[src/rtl/microrisc_pkg.sv]
// microrisc_pkg: shared register-file defaults and write-back port count.
package microrisc_pkg;
  localparam int DATA_W_DEF = 16;
  localparam int ADDR_W_DEF = 3;
  localparam int NUM_WB     = 2;
  typedef enum logic [0:0] {
    WB0 = 1'b0,
    WB1 = 1'b1
  } wb_port_e;
  function automatic int nregs(input int aw);
    return 1 << aw;
  endfunction
endpackage

[src/rtl/rf_scoreboard.sv]
// rf_scoreboard: per-register pending-write bits, set on issue and cleared on write-back.
module rf_scoreboard
  import microrisc_pkg::*;
#(
  parameter int ADDR_W   = ADDR_W_DEF,
  parameter int ZERO_REG = 1,
  parameter int NREGS    = nregs(ADDR_W)
) (
  input  logic                     clk,
  input  logic                     rst,
  input  logic                     issue_valid,
  input  logic [ADDR_W-1:0]        issue_rd,
  input  logic [NUM_WB-1:0]        wb_we,
  input  logic [NUM_WB*ADDR_W-1:0] wb_addr,
  output logic [NREGS-1:0]         busy_vec
);
  logic [NREGS-1:0] busy_q, busy_d;
  // Issue is applied after the clears so a same-cycle issue keeps the bit set.
  always_comb begin
    busy_d = busy_q;
    for (int p = 0; p < NUM_WB; p++)
      if (wb_we[p]) busy_d[wb_addr[p*ADDR_W +: ADDR_W]] = 1'b0;
    if (issue_valid) busy_d[issue_rd] = 1'b1;
    if (ZERO_REG != 0) busy_d[0] = 1'b0;
  end
  always_ff @(posedge clk) begin
    if (rst) busy_q <= '0;
    else busy_q <= busy_d;
  end
  assign busy_vec = busy_q;
endmodule

[src/rtl/regfile_sb.sv]
// regfile_sb: 2R/2W register file with write-back scoreboard.
// Define REGFILE_SB_BYPASS_EN to forward same-cycle write-back data and busy clears to the read ports.
module regfile_sb
  import microrisc_pkg::*;
#(
  parameter int DATA_W   = DATA_W_DEF,
  parameter int ADDR_W   = ADDR_W_DEF,
  parameter int ZERO_REG = 1,
  parameter int NREGS    = nregs(ADDR_W)
) (
  input  logic              clk,
  input  logic              rst,
  input  logic [ADDR_W-1:0] rs1_addr,
  input  logic [ADDR_W-1:0] rs2_addr,
  output logic [DATA_W-1:0] rs1_data,
  output logic [DATA_W-1:0] rs2_data,
  output logic              rs1_busy,
  output logic              rs2_busy,
  input  logic              issue_valid,
  input  logic [ADDR_W-1:0] issue_rd,
  input  logic              wb0_we,
  input  logic [ADDR_W-1:0] wb0_addr,
  input  logic [DATA_W-1:0] wb0_data,
  input  logic              wb1_we,
  input  logic [ADDR_W-1:0] wb1_addr,
  input  logic [DATA_W-1:0] wb1_data,
  output logic [NREGS-1:0]  busy_vec
);
  localparam logic ZR = ZERO_REG != 0;
  logic [DATA_W-1:0] regs_q [NREGS];
  logic [DATA_W-1:0] regs_d [NREGS];
  logic [DATA_W-1:0] rs1_st, rs2_st;
  // wb1 is the later stage, so it is applied last and wins on address clashes.
  always_comb begin
    for (int i = 0; i < NREGS; i++) regs_d[i] = regs_q[i];
    if (wb0_we) regs_d[wb0_addr] = wb0_data;
    if (wb1_we) regs_d[wb1_addr] = wb1_data;
    if (ZR) regs_d[0] = '0;
  end
  always_ff @(posedge clk) begin
    if (rst) for (int i = 0; i < NREGS; i++) regs_q[i] <= '0;
    else regs_q <= regs_d;
  end
  assign rs1_st = (ZR && rs1_addr == '0) ? '0 : regs_q[rs1_addr];
  assign rs2_st = (ZR && rs2_addr == '0) ? '0 : regs_q[rs2_addr];
  rf_scoreboard #(.ADDR_W(ADDR_W), .ZERO_REG(ZERO_REG), .NREGS(NREGS)) u_sb (
    .clk        (clk),
    .rst        (rst),
    .issue_valid(issue_valid),
    .issue_rd   (issue_rd),
    .wb_we      ({wb1_we, wb0_we}),
    .wb_addr    ({wb1_addr, wb0_addr}),
    .busy_vec   (busy_vec)
  );
`ifdef REGFILE_SB_BYPASS_EN
  logic rs1_h0, rs1_h1, rs2_h0, rs2_h1;
  // Forwarding is suppressed in reset and for the hardwired zero register.
  assign rs1_h0 = !rst && wb0_we && wb0_addr == rs1_addr && !(ZR && rs1_addr == '0);
  assign rs1_h1 = !rst && wb1_we && wb1_addr == rs1_addr && !(ZR && rs1_addr == '0);
  assign rs2_h0 = !rst && wb0_we && wb0_addr == rs2_addr && !(ZR && rs2_addr == '0);
  assign rs2_h1 = !rst && wb1_we && wb1_addr == rs2_addr && !(ZR && rs2_addr == '0);
  assign rs1_data = rs1_h1 ? wb1_data : rs1_h0 ? wb0_data : rs1_st;
  assign rs2_data = rs2_h1 ? wb1_data : rs2_h0 ? wb0_data : rs2_st;
  assign rs1_busy = (rs1_h0 || rs1_h1) ? 1'b0 : busy_vec[rs1_addr];
  assign rs2_busy = (rs2_h0 || rs2_h1) ? 1'b0 : busy_vec[rs2_addr];
`else
  assign rs1_data = rs1_st;
  assign rs2_data = rs2_st;
  assign rs1_busy = busy_vec[rs1_addr];
  assign rs2_busy = busy_vec[rs2_addr];
`endif
endmodule

[config.mk]
export PLATFORM = sky130hd
export DESIGN_NAME = regfile_sb
export DESIGN_NICKNAME = d
export VERILOG_FILES = /design/src/rtl/microrisc_pkg.sv /design/src/rtl/rf_scoreboard.sv /design/src/rtl/regfile_sb.sv
export SDC_FILE = /design/constraint.sdc
export NUM_CORES = 1
export LEC_CHECK = 0
export ABC_AREA = 1
export BUFFER_PORTS_ARGS = -buffer_cell sky130_fd_sc_hd__buf_2
export CAP_MARGIN = 20
export CORE_MARGIN = 2
export CORE_UTILIZATION = 45
export DETAILED_ROUTE_END_ITERATION = 7
export PLACE_DENSITY = 0.7
export SLEW_MARGIN = 5
export SYNTH_ARGS = -nofsm -noshare
export SYNTH_HDL_FRONTEND = slang
export SYNTH_HIERARCHICAL = 1
export SYNTH_SLANG_ARGS = --single-unit
[constraint.sdc]
create_clock -name clk -period 1.74 [get_ports clk]
set_input_delay 0.348 -clock clk [delete_from_list [all_inputs] [get_ports clk]]
set_output_delay 0.348 -clock clk [all_outputs]
set_load 0.02 [all_outputs]
Word level (Yosys, flattened, before mapping)
Cells that the tools add are included.
{ "op_classes": {"magnitude_cmp": 14, "mux": 29, "bitwise_logic": 9, "reduce_logical": 7} }
{ "ops": {"columns": ["op", "n"], "rows": [
  ["bitwise mux 128 bit", 2],
  ["2-to-1 mux 128 bit", 1],
  ["2-to-1 mux 16 bit", 8],
  ["2-to-1 mux 112 bit", 1],
  ["binary-select mux 16 bit (select 3 bit)", 2],
  ["demux 16 bit (select 3 bit)", 2],
  ["2-to-1 mux 8 bit", 3],
  ["< comparator 3 x 4 -> 1 bit (second input constant)", 5],
  ["AND 8 bit", 2],
  [">= comparator 4 bit (second input constant)", 4],
  ["NOT 3 -> 4 bit", 4],
  ["NOT 8 bit", 2],
  ["demux 1 bit (select 3 bit)", 3],
  [">= comparator 3 x 1 -> 1 bit (second input constant)", 3],
  ["< comparator 4 x 1 -> 1 bit (second input constant)", 2],
  ["OR 8 bit", 1],
  ["binary-select mux 1 bit (select 3 bit)", 2],
  ["logical NOT 3 bit", 2],
  ["logical AND 1 bit", 5],
  ["2-to-1 mux 1 bit", 5]
]} }
{ "totals": {"register_bits": 136} }

Depth between registers and ports, before layout
{ "depth": {"depth_word": 11, "mapped_depth": 9} }

By module
Netlist, hierarchy kept.
{ "by_module_without_submodules": {"columns": ["mod", "n_inst", "cells_each", "area_each_um2"], "rows": [
  ["regfile_sb", 1, 1612, 8546.9],
  ["rf_scoreboard", 1, 74, 431.7]
]} }

Worst setup path after synthesis
OpenSTA, ideal clock, no wires.
{ "synth_timing": {"path_type": "input -> output", "start": "in rs1_addr[0]", "end": "out rs1_data[12]", "t_arrival_ns": 1.281, "setup_slack_ns": 0.111, "path_stages": 8, "path_buffers": 2, "cell_sequence": "buf_2 clkinv_1 clkbuf_1 nand2_1 nand3_1 o21ai_0 nand2_1 nand2_1"} }
{ "synth_between": {"elab_chain_len": 5, "word_cells_on_any_way": 6, "cone_classes": "mux: 4; bitwise: 1; reduce/logical: 1"} }
{ "synth_lines": {"columns": ["item", "line", "source"], "rows": [
  ["from (decl)", "regfile_sb.sv:13", "input logic [ADDR_W-1:0] rs1_addr,"],
  ["NOT 3 -> 4 bit (implied by the code)", "regfile_sb.sv:44", "assign rs1_st = (ZR && rs1_addr == '0) ? '0 : regs_q[rs1_addr];"],
  ["binary-select mux 16 bit (select 3 bit)", "regfile_sb.sv:44", null],
  ["2-to-1 mux 16 bit (implied by the code) (2 in series)", "regfile_sb.sv:44", null],
  ["2-to-1 mux 16 bit *", "regfile_sb.sv:44", null],
  ["to (decl)", "regfile_sb.sv:15", "output logic [DATA_W-1:0] rs1_data,"]
]} }
Mark *: on every way between the ends. The rest lies on a longest branch, timed or not. The select of a mux whose other input is x is not followed.

Worst setup path in the final report
{ "layout_timing": {"start": "reg regs_q[79] in the netlist's numbering", "end": "out rs2_data[15]"} }
{ "layout_between": {"elab_chain_len": 4} }
{ "layout_lines": {"columns": ["item", "line", "source"], "rows": [
  ["from (decl)", "regfile_sb.sv:30", "logic [DATA_W-1:0] regs_q [NREGS];"],
  ["from (signal assigned)", "regfile_sb.sv:42", "else regs_q <= regs_d;"],
  ["binary-select mux 16 bit (select 3 bit)", "regfile_sb.sv:45", "assign rs2_st = (ZR && rs2_addr == '0) ? '0 : regs_q[rs2_addr];"],
  ["2-to-1 mux 16 bit (implied by the code) (2 in series)", "regfile_sb.sv:45", null],
  ["2-to-1 mux 16 bit", "regfile_sb.sv:45", null],
  ["to (decl)", "regfile_sb.sv:16", "output logic [DATA_W-1:0] rs2_data,"]
]} }
No other way between the ends. The select of a mux whose other input is x is not followed.

==> metrics.log <==
INFO  metric detailed_place_hpwl = 25.24 mm
INFO  metric synth-simple-area-share = 51.62%
INFO  metric synth_xor_area_share = 0%
INFO  metric cp_cell_sequence = inv_2 -> nand2_1 -> nand3_1 -> o21ai_0 -> nand2_1 -> nand2_1 -> buf_4
INFO  metric power.total = 0.008684 W
INFO  metric die_h = 145.3 µm
INFO  metric power.ir.vdd_worst = 651.8 µV
INFO  metric die_width = 145.3 µm
INFO  metric r2r-start = regs_q[96]$_SDFF_PP0_
INFO  metric syn_to_final_growth = 22.31%
INFO  metric clock_tree.buffer_depth = 2
INFO  metric layout_min_cycle_time = 1.719 ns
INFO  metric route.vias.total = 11180
INFO  metric cts.reportedPaths.clkPinSlew = 0.06 ns
INFO  metric synthAdderAreaFrac = 0%
INFO  metric tritoncts = yes
INFO  metric initial_core_utilization = 45.98%
INFO  metric final_core_occ = 56.24%
INFO  metric timing.setup.critical_path_class = flop to primary output
INFO  metric finalWirelength = 35.51 mm
INFO  metric antenna_left = 0
INFO  metric drt_first_pass_iters = 8
INFO  metric timing.max_slew.rel_slack = 63.81%
INFO  metric start_kind = flop
INFO  metric num_antenna_cells = 0
INFO  metric global_routing_met3_resource_utilization = 5.629%
INFO  metric status = finished with violations
INFO  metric netlist_area = 8979 µm²
INFO  metric hold_start = wb1_data[14]
INFO  metric failed_checks = DRC
INFO  metric worst_setup_path_end_kind = primary output
INFO  metric max_freq = 581.7 MHz
INFO  metric vias_per_cell = 5.439
INFO  metric leakagePower = 6.263 nW
INFO  metric layout.cells.most_common = sky130_fd_sc_hd__nand2_1
INFO  metric ys_seq_elements = 119
INFO  metric filler_cells_inserted = 2033
INFO  metric preCtsSetupSlack = -0.03594 ns
INFO  metric timing.hold.worst_path_depth = 3
INFO  metric layout.cells.most_common_list = sky130_fd_sc_hd__nand2_1 (642), sky130_fd_sc_hd__nand3_1 (382), sky130_fd_sc_hd__inv_1 (241)
INFO  metric power_density_over_the_cells = 790.8 nW/µm²
INFO  metric drcViolationCount = 1
INFO  metric mappedNetlistNets = 1738
INFO  metric post_synth_mux_area_share = 0%
INFO  metric clk_latency = 0.42 ns
INFO  metric rows = 51
INFO  metric via_count_of_the_first_global_routing_pass = 9655
INFO  metric combinational_family_with_the_most_area_after_synthesis = simple AND/OR/NAND/NOR gates
INFO  metric worst_path_max_delay_cell = sky130_fd_sc_hd__dfxtp_2
INFO  metric slew_viol_final = 0
INFO  metric grt_setup_unrepaired = true
INFO  metric finalWorstSetupSlack = 0.02091 ns
INFO  metric period_share = 98.80%
INFO  metric max_cap_violations = 0
INFO  metric tightest_slew = 0.5416 ns
INFO  metric design.final.nets = 1829
INFO  metric cts_inserted_buffers = 17
INFO  metric final_layout_size_suffix_gt1_share = 17.71%
INFO  metric ys_types = 19
INFO  metric drt_iter0_markers = 1509
INFO  metric worst_setup_path_startpoint = regs_q[79]$_SDFF_PP0_
INFO  metric postLayoutCellArea = 10980 µm²
INFO  metric grt_overflow = 0
INFO  metric synth_compound_gate_area_share = 5.114%
INFO  metric core = 19530 µm²
INFO  metric clock_sink_count = 119
INFO  metric clock-root-buffer = sky130_fd_sc_hd__clkbuf_16
INFO  metric cp_data_arrival_time = 1.37 ns
INFO  metric grtUsageMet2 = 49.38%
INFO  metric synth_cells = 1686
INFO  metric critical_path.most_common_cell = sky130_fd_sc_hd__nand2_1
INFO  metric route.detailed.wl_per_inst = 17.28 µm
INFO  metric hold_viol = 0
INFO  metric io_buffers = 92
INFO  metric use_met1 = 45.58%
INFO  metric worstRegToRegCells = 4
INFO  metric required_time_reported_for_the_critical_path_endpoint = 1.39 ns
INFO  metric track_usage = 32.02%
INFO  metric postSynthAreaPerCell = 5.325 µm²
INFO  metric dpl-instance-area = 10080 µm²
INFO  metric antenna_found_initial = 0
INFO  metric boundaryPins = 94
INFO  metric synth_seq_area_share = 26.53%
INFO  metric ys_warn_count = 6
INFO  metric largest_clock_skew_in_the_final_design = 0 ns
INFO  metric die-area = 21100 µm²
INFO  metric hold_path_class = input port to flop
INFO  metric report.final.setup_viol = 0
INFO  metric gpl.final_weighted_congestion = 0.9645
INFO  metric busiest_layer = met2
INFO  metric critical_path.max_fanout = 2
INFO  metric grt_max_degree = 55
INFO  metric ctsHtreeMaxLevel = 4
INFO  metric worst_path_largest_cell_delay = 0.33 ns
INFO  metric grt_first_pass_wirelength = 53.86 mm
## final timing paths
check                                              endpoint  slack (ns)
worst max-delay path                           rs2_data[15]        0.02
worst min register to register  u_sb/busy_vec[3]$_SDFF_PP0_        0.51
worst max register to register        regs_q[96]$_SDFF_PP0_        0.95
worst min-delay path                 regs_q[110]$_SDFF_PP0_        0.19
## Yosys cell counts (all sizes together)
master,count,area (µm²)
nand3,383,1917
a21oi,39,198.9
nor2,55,246.5
clkinv,9,33.78
clkbuf,46,172.7
inv,271,1017
dfxtp,119,2382
o21ai,52,260.3
nand4,2,12.51
nand2,653,2459
buf,56,275.3
conb,1,3.750
## report_power, final
group / switching, W / total [W] / internal (W) / leakage [nW]
clock network: 0.00151 / 0.00380 / 0.00229 / 0.290
registers: 0.000117 / 0.00298 / 0.00287 / 0.990
logic: 0.00125 / 0.00190 / 0.000651 / 4.98
total: 0.00287 / 0.00868 / 0.00581 / 6.26
## per-stage QoR
| stage | hold WS, ns | instances | TNS, ns |
|---|---|---|---|
| 2_1_floorplan | 0.4104 | 1686 | 0 |
| 3_3_place_gp | 0.5087 | 2020 | -0.09211 |
| 6_report | 0.1923 | 2055 | 0 |
| 3_5_place_dp | 0.5059 | 2020 | -0.1731 |
| 4_1_cts | 0.1880 | 2052 | 0 |
| 5_1_grt | 0.2025 | 2055 | -0.1140 |
## sequential cells by signal, summed over array words and instances (netlist names)
register / flops
regs_q: 112
u_sb/busy_vec: 7
## timing repair
item                                    in CTS  in global routing
endpoints found under the setup margin      20                 34
buffers inserted                             0                  1
resized for setup                           19                124
pin swaps                                    0                  6
hold buffers                                 0                  0
gates cloned                                 0                  2
## layer usage
| metal | up-vias | share of wire (%) | routed length (µm) |
|---|---|---|---|
| li1 | 5372 | - | - |
| met4 | 0 | 2.7 | 945 |
| met3 | 91 | 11 | 3991 |
| met5 | - | 0 | 0 |
| met1 | 5077 | 42 | 15010 |
| met2 | 637 | 44 | 15560 |
## critical path, delay by kind of cell, from the launching register on
family	cells	cell delay [ns]
AOI/OAI and AO/OA	1	0.09
buffers and inverters	2	0.24
and+or+nand+nor	4	0.30
DFF	1	0.33
## final cells by class
cell class | instances | area [µm²] | share of cell area [%]
Clock buffer | 17 | 425.4 | 3.874
Clock inverter | 15 | 192.7 | 1.755
Inverter | 280 | 1064 | 9.684
Multi-Input combinational cell | 1185 | 5157 | 46.96
Sequential cell | 119 | 2442 | 22.24
Tap cell | 265 | 331.6 | 3.019
Timing Repair Buffer | 174 | 1369 | 12.46
## cell families after synthesis
logic type | after synthesis
AO/OA/AOI/OAI | 91
buffers and inverters | 382
flip-flops | 119
other | 1
AND/OR/NAND/NOR | 1093
Note: power is estimated with default switching activity, not from simulation.
